`config.mk`:
```
export PLATFORM = sky130hd
export DESIGN_NAME = ptp_ts_word_fifo_flat
export DESIGN_NICKNAME = d
export VERILOG_FILES = /design/src/rtl/ptp_ts_word_fifo_pkg.sv /design/src/rtl/ptp_ts_word_fifo_if.sv /design/src/rtl/ptp_ts_word_fifo_ram.sv /design/src/rtl/ptp_ts_word_fifo.sv /design/src/flat_wrapper.sv
export SDC_FILE = /design/constraint.sdc
export NUM_CORES = 2
export LEC_CHECK = 0
export CAP_MARGIN = 20
export CORE_ASPECT_RATIO = 0.6
export CORE_MARGIN = 2
export CORE_UTILIZATION = 45
export CTS_BUF_LIST = sky130_fd_sc_hd__clkbuf_8
export CTS_CLUSTER_SIZE = 25
export DETAILED_ROUTE_END_ITERATION = 10
export PLACE_DENSITY = 0.65
export SYNTH_ARGS = -nofsm -noshare
export SYNTH_HDL_FRONTEND = slang
export SYNTH_SLANG_ARGS = --single-unit
```
`constraint.sdc`:
```
create_clock -name clk -period 13.9 [get_ports clk]
set_clock_uncertainty 0.1 [all_clocks]
set_input_delay 3.475 -clock clk [delete_from_list [all_inputs] [get_ports clk]]
set_output_delay 3.475 -clock clk [all_outputs]
set_load 0.02 [all_outputs]
```
`src/rtl/ptp_ts_word_fifo_pkg.sv`:
```
// ============================================================================
// Module      : ptp_ts_word_fifo_pkg
// Description : Shared widths, output FSM state type and word-slice helper for
//               the PTP timestamp word FIFO.
// Revision    : 1.0 - initial release
// ============================================================================
`default_nettype none

package ptp_ts_word_fifo_pkg;

  localparam int TS_W         = 96;
  localparam int WORD_W       = 32;
  localparam int WORDS_PER_TS = 3;

  typedef enum logic [1:0] {
    ST_IDLE = 2'd0,
    ST_W0   = 2'd1,
    ST_W1   = 2'd2,
    ST_W2   = 2'd3
  } out_state_e;

  // Word 0 is the most significant slice (seconds high bits go out first).
  function automatic logic [WORD_W-1:0] ts_word(input logic [TS_W-1:0] ts, input int idx);
    return ts[WORD_W*(WORDS_PER_TS-1-idx) +: WORD_W];
  endfunction

endpackage

`default_nettype wire

```
`src/rtl/ptp_ts_word_fifo_if.sv`:
```
// ============================================================================
// Module      : ptp_ts_word_fifo_if
// Description : Timestamp input stream and 32-bit AXI-Stream output bundle.
// Revision    : 1.0 - initial release
// ============================================================================
`default_nettype none

interface ptp_ts_word_fifo_if
  import ptp_ts_word_fifo_pkg::*;
();

  logic [TS_W-1:0]   s_axis_ts_96;
  logic              s_axis_ts_valid;
  logic              s_axis_ts_ready;
  logic [WORD_W-1:0] m_axis_tdata;
  logic              m_axis_tvalid;
  logic              m_axis_tready;
  logic              m_axis_tlast;

  // The FIFO itself: consumes timestamps, produces words.
  modport slave (
    input  s_axis_ts_96,
    input  s_axis_ts_valid,
    output s_axis_ts_ready,
    output m_axis_tdata,
    output m_axis_tvalid,
    input  m_axis_tready,
    output m_axis_tlast
  );

  // The surrounding system: MAC timestamp source plus stream sink.
  modport master (
    output s_axis_ts_96,
    output s_axis_ts_valid,
    input  s_axis_ts_ready,
    input  m_axis_tdata,
    input  m_axis_tvalid,
    output m_axis_tready,
    input  m_axis_tlast
  );

endinterface

`default_nettype wire

```
`src/rtl/ptp_ts_word_fifo_ram.sv`:
```
// ============================================================================
// Module      : ptp_ts_fifo_ram
// Description : DEPTH x 96 simple dual-port storage, synchronous write,
//               asynchronous read.
// Revision    : 1.0 - initial release
// ============================================================================
`default_nettype none

module ptp_ts_fifo_ram
  import ptp_ts_word_fifo_pkg::*;
#(
  parameter int DEPTH  = 16,
  parameter int ADDR_W = $clog2(DEPTH)
) (
  input  logic              clk,
  input  logic              wr_en,
  input  logic [ADDR_W-1:0] wr_addr,
  input  logic [TS_W-1:0]   wr_data,
  input  logic [ADDR_W-1:0] rd_addr,
  output logic [TS_W-1:0]   rd_data
);

  logic [TS_W-1:0] r_mem [DEPTH];

  always_ff @(posedge clk) begin
    if (wr_en) begin
      r_mem[wr_addr] <= wr_data;
    end
  end

  assign rd_data = r_mem[rd_addr];

endmodule

`default_nettype wire

```
`src/rtl/ptp_ts_word_fifo.sv`:
```
// ============================================================================
// Module      : ptp_ts_word_fifo
// Description : Buffers 96-bit PTP timestamps and serialises each into three
//               32-bit AXI-Stream words. Optional macro PTP_TS_FIFO_DROP_EN
//               drops pushes while full and counts them instead of stalling.
// Revision    : 1.0 - initial release
// ============================================================================
`default_nettype none

module ptp_ts_word_fifo
  import ptp_ts_word_fifo_pkg::*;
#(
  parameter int DEPTH  = 16,
  parameter int ADDR_W = $clog2(DEPTH),
  parameter int CNT_W  = 16
) (
  input  logic              clk,
  input  logic              rst_n,
  ptp_ts_word_fifo_if.slave bus,
  output logic [ADDR_W:0]   fill_level,
  output logic [CNT_W-1:0]  overflow_count
);

  localparam logic [ADDR_W:0] c_PTR_ONE = {{ADDR_W{1'b0}}, 1'b1};

  logic [ADDR_W:0]   r_wr_ptr;
  logic [ADDR_W:0]   r_rd_ptr;
  logic              r_ready_en;
  logic              w_full;
  logic              w_empty;
  logic              w_push;
  logic              w_pop;
  logic [TS_W-1:0]   w_rd_data;
  logic [TS_W-1:0]   r_hold;
  out_state_e        r_state;
  out_state_e        w_state_nxt;
  logic [WORD_W-1:0] w_tdata;
  logic              w_tvalid;
  logic              w_tlast;

  assign w_full  = (r_wr_ptr[ADDR_W] != r_rd_ptr[ADDR_W]) &&
                   (r_wr_ptr[ADDR_W-1:0] == r_rd_ptr[ADDR_W-1:0]);
  assign w_empty = (r_wr_ptr == r_rd_ptr);

  // Holds ready low through reset and releases it on the first clock after.
  always_ff @(posedge clk or negedge rst_n) begin
    if (!rst_n) begin
      r_ready_en <= 1'b0;
    end else begin
      r_ready_en <= 1'b1;
    end
  end

`ifdef PTP_TS_FIFO_DROP_EN
  localparam logic [CNT_W-1:0] c_CNT_ONE = {{(CNT_W-1){1'b0}}, 1'b1};

  logic [CNT_W-1:0] r_overflow_count;

  assign bus.s_axis_ts_ready = r_ready_en;

  always_ff @(posedge clk or negedge rst_n) begin
    if (!rst_n) begin
      r_overflow_count <= '0;
    end else if (bus.s_axis_ts_valid && r_ready_en && w_full && !(&r_overflow_count)) begin
      r_overflow_count <= r_overflow_count + c_CNT_ONE;
    end
  end

  assign overflow_count = r_overflow_count;
`else
  assign bus.s_axis_ts_ready = r_ready_en && !w_full;
  assign overflow_count      = '0;
`endif

  // The !full term only matters in drop mode, where ready ignores fullness.
  assign w_push = bus.s_axis_ts_valid && bus.s_axis_ts_ready && !w_full;

  always_ff @(posedge clk or negedge rst_n) begin
    if (!rst_n) begin
      r_wr_ptr <= '0;
      r_rd_ptr <= '0;
    end else begin
      if (w_push) begin
        r_wr_ptr <= r_wr_ptr + c_PTR_ONE;
      end
      if (w_pop) begin
        r_rd_ptr <= r_rd_ptr + c_PTR_ONE;
      end
    end
  end

  assign fill_level = r_wr_ptr - r_rd_ptr;

  ptp_ts_fifo_ram #(
    .DEPTH  (DEPTH),
    .ADDR_W (ADDR_W)
  ) u_ram (
    .clk     (clk),
    .wr_en   (w_push),
    .wr_addr (r_wr_ptr[ADDR_W-1:0]),
    .wr_data (bus.s_axis_ts_96),
    .rd_addr (r_rd_ptr[ADDR_W-1:0]),
    .rd_data (w_rd_data)
  );

  always_ff @(posedge clk or negedge rst_n) begin
    if (!rst_n) begin
      r_hold <= '0;
    end else if (w_pop) begin
      r_hold <= w_rd_data;
    end
  end

  always_ff @(posedge clk or negedge rst_n) begin
    if (!rst_n) begin
      r_state <= ST_IDLE;
    end else begin
      r_state <= w_state_nxt;
    end
  end

  always_comb begin
    w_state_nxt = r_state;
    w_pop       = 1'b0;
    w_tvalid    = 1'b0;
    w_tlast     = 1'b0;
    w_tdata     = '0;
    case (r_state)
      ST_IDLE: begin
        if (!w_empty) begin
          w_pop       = 1'b1;
          w_state_nxt = ST_W0;
        end
      end
      ST_W0: begin
        w_tvalid = 1'b1;
        w_tdata  = ts_word(r_hold, 0);
        if (bus.m_axis_tready) begin
          w_state_nxt = ST_W1;
        end
      end
      ST_W1: begin
        w_tvalid = 1'b1;
        w_tdata  = ts_word(r_hold, 1);
        if (bus.m_axis_tready) begin
          w_state_nxt = ST_W2;
        end
      end
      ST_W2: begin
        w_tvalid = 1'b1;
        w_tlast  = 1'b1;
        w_tdata  = ts_word(r_hold, 2);
        // Reload straight from the RAM so consecutive timestamps have no bubble.
        if (bus.m_axis_tready) begin
          if (!w_empty) begin
            w_pop       = 1'b1;
            w_state_nxt = ST_W0;
          end else begin
            w_state_nxt = ST_IDLE;
          end
        end
      end
      default: begin
        w_state_nxt = ST_IDLE;
      end
    endcase
  end

  assign bus.m_axis_tdata  = w_tdata;
  assign bus.m_axis_tvalid = w_tvalid;
  assign bus.m_axis_tlast  = w_tlast;

endmodule

`default_nettype wire

```
`src/flat_wrapper.sv`:
```
// flat-port wrapper written by rule: the top's interface ports become plain ports
module ptp_ts_word_fifo_flat import ptp_ts_word_fifo_pkg::*;
#(
  parameter int DEPTH  = 16,
  parameter int ADDR_W = $clog2(DEPTH),
  parameter int CNT_W  = 16
)
  (clk, rst_n, fill_level, overflow_count, bus_s_axis_ts_96, bus_s_axis_ts_valid, bus_s_axis_ts_ready, bus_m_axis_tdata, bus_m_axis_tvalid, bus_m_axis_tready, bus_m_axis_tlast);
  ptp_ts_word_fifo_if bus_i ();
  input  logic clk;
  input  logic rst_n;
  output logic [ADDR_W:0] fill_level;
  output logic [CNT_W-1:0] overflow_count;
  input wire logic [$bits(bus_i.s_axis_ts_96)-1:0] bus_s_axis_ts_96;
  input wire logic [$bits(bus_i.s_axis_ts_valid)-1:0] bus_s_axis_ts_valid;
  output wire logic [$bits(bus_i.s_axis_ts_ready)-1:0] bus_s_axis_ts_ready;
  output wire logic [$bits(bus_i.m_axis_tdata)-1:0] bus_m_axis_tdata;
  output wire logic [$bits(bus_i.m_axis_tvalid)-1:0] bus_m_axis_tvalid;
  input wire logic [$bits(bus_i.m_axis_tready)-1:0] bus_m_axis_tready;
  output wire logic [$bits(bus_i.m_axis_tlast)-1:0] bus_m_axis_tlast;
  assign bus_i.s_axis_ts_96 = bus_s_axis_ts_96;
  assign bus_i.s_axis_ts_valid = bus_s_axis_ts_valid;
  assign bus_s_axis_ts_ready = bus_i.s_axis_ts_ready;
  assign bus_m_axis_tdata = bus_i.m_axis_tdata;
  assign bus_m_axis_tvalid = bus_i.m_axis_tvalid;
  assign bus_i.m_axis_tready = bus_m_axis_tready;
  assign bus_m_axis_tlast = bus_i.m_axis_tlast;
  ptp_ts_word_fifo #(.DEPTH(DEPTH), .ADDR_W(ADDR_W), .CNT_W(CNT_W)) u_core (.clk(clk), .rst_n(rst_n), .bus(bus_i), .fill_level(fill_level), .overflow_count(overflow_count));
endmodule
```
==> impl_metrics.tcl <==
set metrics [dict create \
    sw_frac_of_total_pct 34.2 \
    finalSetupTns_ns 0 \
    first_pass_iters 9 \
    dpl_cell_area_sq_um 66100 \
    stdcell_area_sq_um 70700 \
    layout-area-overhead-vs-synth_pct 12.3 \
    place_congestion 0.807 \
    report.final.hold_viol_count 0 \
    power_per_cell_area_nw_per_um2 197 \
    synth_area_per_cell_sq_um 18.6 \
    critical-path-slowest-cell "dfrtp_4" \
    rsz0062_at_grt "false" \
    mappedNetlistArea_sq_um 62900 \
    gr-usage-all-layers_pct 21.2 \
    synth_cells 3374 \
    cts_made_buffers 222 \
    p_int_mw 9.18 \
    footprint_of_the_multi_input_gates_sq_um 13000 \
    worst_ir_drop_vdd_mv 0.182 \
    cts-resized-gates 0 \
    ys_dominant_reg_cell "edfxtp_1" \
    first_global_vias 31000 \
    die_h_microns 294 \
    critPathCaptureType "primary output" \
    post_route_drc_violation_count 0 \
    seq_power_share_pct 45.1 \
    post-synth-top-area-cell "edfxtp_1" \
    count_of_pins_over_their_slew_limit 0 \
    worst_hold_class "flip-flop to flip-flop" \
    dp_hpwl_mm 85.6 \
    cts.hold.buffers_added 0 \
    synth.yosys.seq_area_share_pct 77.7 \
    worst-path-buf-inv 2 \
    clock_power_share_pct 26.2 \
    layout-drive-gt1-share_pct 12.7 \
    floorplan.die_area_sq_um 143000 \
    finalCriticalPeriod_ns 7.21 \
    worstSetupPathType "flip-flop to primary output" \
    core_area_sq_um 139000 \
    power_switching_mw 4.77 \
    timing.critical_path.cells "inv_1 > ha_1 > a21o_1 > a21oi_1 > xnor2_1 > clkdlybuf4s50_1" \
    floorplan.die.width_microns 487 \
    synth_top_area_share_pct 73.3 \
    drt-wirelength-per-cell_microns 27.3 \
    post_drt_via_cell_ratio 5.79 \
    grt_start_max_net_pins 199 \
    arrival_ns 3.64 \
    register_area_sq_um 48900 \
    cts.sink_count 1645 \
    start_kind "flip-flop" \
    timing.final.crit_share_pct 51.9 \
    h-tree-depth 4 \
    critical-path-top-delay-family "flip-flops" \
    globalRoute.totalOverflow 0 \
    wire_length_of_the_first_global_routing_pass_mm 221 \
    status "finished, final reports clean" \
    timing.critical_path.fanout_max 51 \
    synth.area.top_cells "edfxtp_1 (73%), mux2i_1 (9.2%), dfrtp_1 (4.3%)" \
    postRouteWirelength_mm 153 \
    synthesis.yosys.warnings 0 \
    synth.lib_cells_used.distinct 40 \
    synth-edff-count 1536 \
    clk_path_buf_depth 3 \
    cts_post_setup_buffers_inserted 0 \
    pin_count 156 \
    max_capacitance_violation_total 0 \
    io_buffer_count 139 \
    timing_worst_slew_pin_value_ns 1.06 \
    cts.clk_slew.worst_paths_ns 0.06 \
    total_power_mw 13.9 \
    cts_root_buffer "clkbuf_8" \
    worstPathRequired_ns 10.32 \
    worst_skew_pair.late_latency_ns 0.94 \
    tritoncts "yes" \
    finalHoldWorstSlack_ns 0.428 \
    synthArstFlopShare_pct 6.63 \
    setup_viol_count_final 0 \
    delay_of_the_slowest_cell_on_the_worst_path_ns 1.03 \
    initial_core_util_pct 45.3 \
    grt_antenna_before_repair 20 \
    post-route-util_pct 50.8 \
    power.share.combinational_pct 28.6 \
    detailroute.via_count 32600 \
    remaining_number_of_nets_flagged_by_the_antenna_check_after_routing 0 \
    std_cell_rows 106 \
    nFillCells 11100 \
    max-slew-margin-rel_pct 29.5 \
    number_of_nets_at_the_end_of_the_flow 3698 \
    yosys_register_bits 1645 \
    max_freq_mhz 139 \
    p_leak_nw 23.3 \
    drtIter0Drc 3499 \
]
## layout make-up
type	count	share of cell area, %
multi-input combinational	1503	18.4
inverter	15	0.0903
sequential	1645	69.2
timing repair buffer	196	2.63
tap	1836	3.25
clock buffer	263	5.12
antenna	5	0.0177
clock inverter	160	1.30
## worst paths after layout
path                                    startpoint                   endpoint  slack [ns]  depth (start not counted)
max in group asynchronous                    rst_n          u_core.r_hold[33]        9.68                          2
worst max register to register  u_core.r_rd_ptr[2]  u_core.u_ram.r_mem[1][37]        9.04                          7
min in group asynchronous                    rst_n          u_core.r_hold[85]        2.47                          1
worst max-delay path            u_core.r_rd_ptr[2]              fill_level[4]        6.69                          6
worst min-delay path            u_core.r_wr_ptr[4]         u_core.r_wr_ptr[4]        0.43                          1
worst min register to register  u_core.r_wr_ptr[4]         u_core.r_wr_ptr[4]        0.43                          1
## cell usage after synthesis (all sizes together) (5+ instances only)
library cell     n
a222oi          32
mux2i          576
nor2           225
nand2            7
xnor2           12
mux4            96
dfrtp          109
a31oi           96
a221oi          96
inv             15
ha              14
buf            130
edfxtp        1536
o22ai          192
and4             5
o21ai           98
clkbuf          96
nor3b            9
## cell usage in the layout, fill, tap and decap left out, drive strengths merged, types with 2 or more instances in the layout
cell type,instances
edfxtp,1536
mux2i,576
clkbuf,263
nor2,225
o22ai,192
clkdlybuf4s50,138
inv,121
dfrtp,109
o21ai,98
mux4,96
a221oi,96
a31oi,96
buf,58
clkinv,47
a222oi,32
conb,17
ha,14
xnor2,12
nor3b,9
nand2,7
bufinv,6
diode,5
and4,5
a21oi,4
nand4,4
and2,4
a21o,3
nand3b,2
## routing by layer
metal / wire length (microns) / vias to the layer above / GRT usage [%]
met3: 14400 / 226 / 4.92
met1: 68500 / 16800 / 32.1
met2: 66700 / 1467 / 30.4
li1: - / 14100 / -
met5: 50 / - / 0
met4: 3730 / 8 / 6.73
## power by group through the flow
stage	Sequential [mW]	Combinational (mW)	Clock, mW
global placement	6.37	3.97	0
detailed placement	6.38	4.00	0
CTS	6.28	4.01	3.74
finish	6.29	3.99	3.66
global route	6.31	4.25	3.95
floorplan	6.05	2.76	0
## stage by stage
stage | setup WS, ns | instances
final | 6.69 | 5623
after floorplan | 2.16 | 3389
after detailed placement | 6.87 | 5195
after global routing | 6.52 | 5621
after CTS | 6.54 | 5618
after global placement | 6.95 | 5195
## cells by family after synthesis
logic type                 share of synthesized area (%)
xor gates and xnor gates                           0.179
other                                             0.0119
buffers and inverters                               1.85
DFF                                                 77.7
and+or+nand+nor                                     1.71
adders and majority gates                          0.310
AOI/OAI and AO/OA                                   5.65
muxes                                               12.6
## state kept, by name, indices dropped and copies added (netlist names)
| register | flops |
|---|---|
| u_core.r_ready_en | 1 |
| u_core.r_wr_ptr | 5 |
| u_core.r_state | 2 |
| u_core.r_hold | 96 |
| u_core.u_ram.r_mem | 1536 |
| u_core.r_rd_ptr | 5 |
No activity file was read; power rests on OpenSTA's default activity.
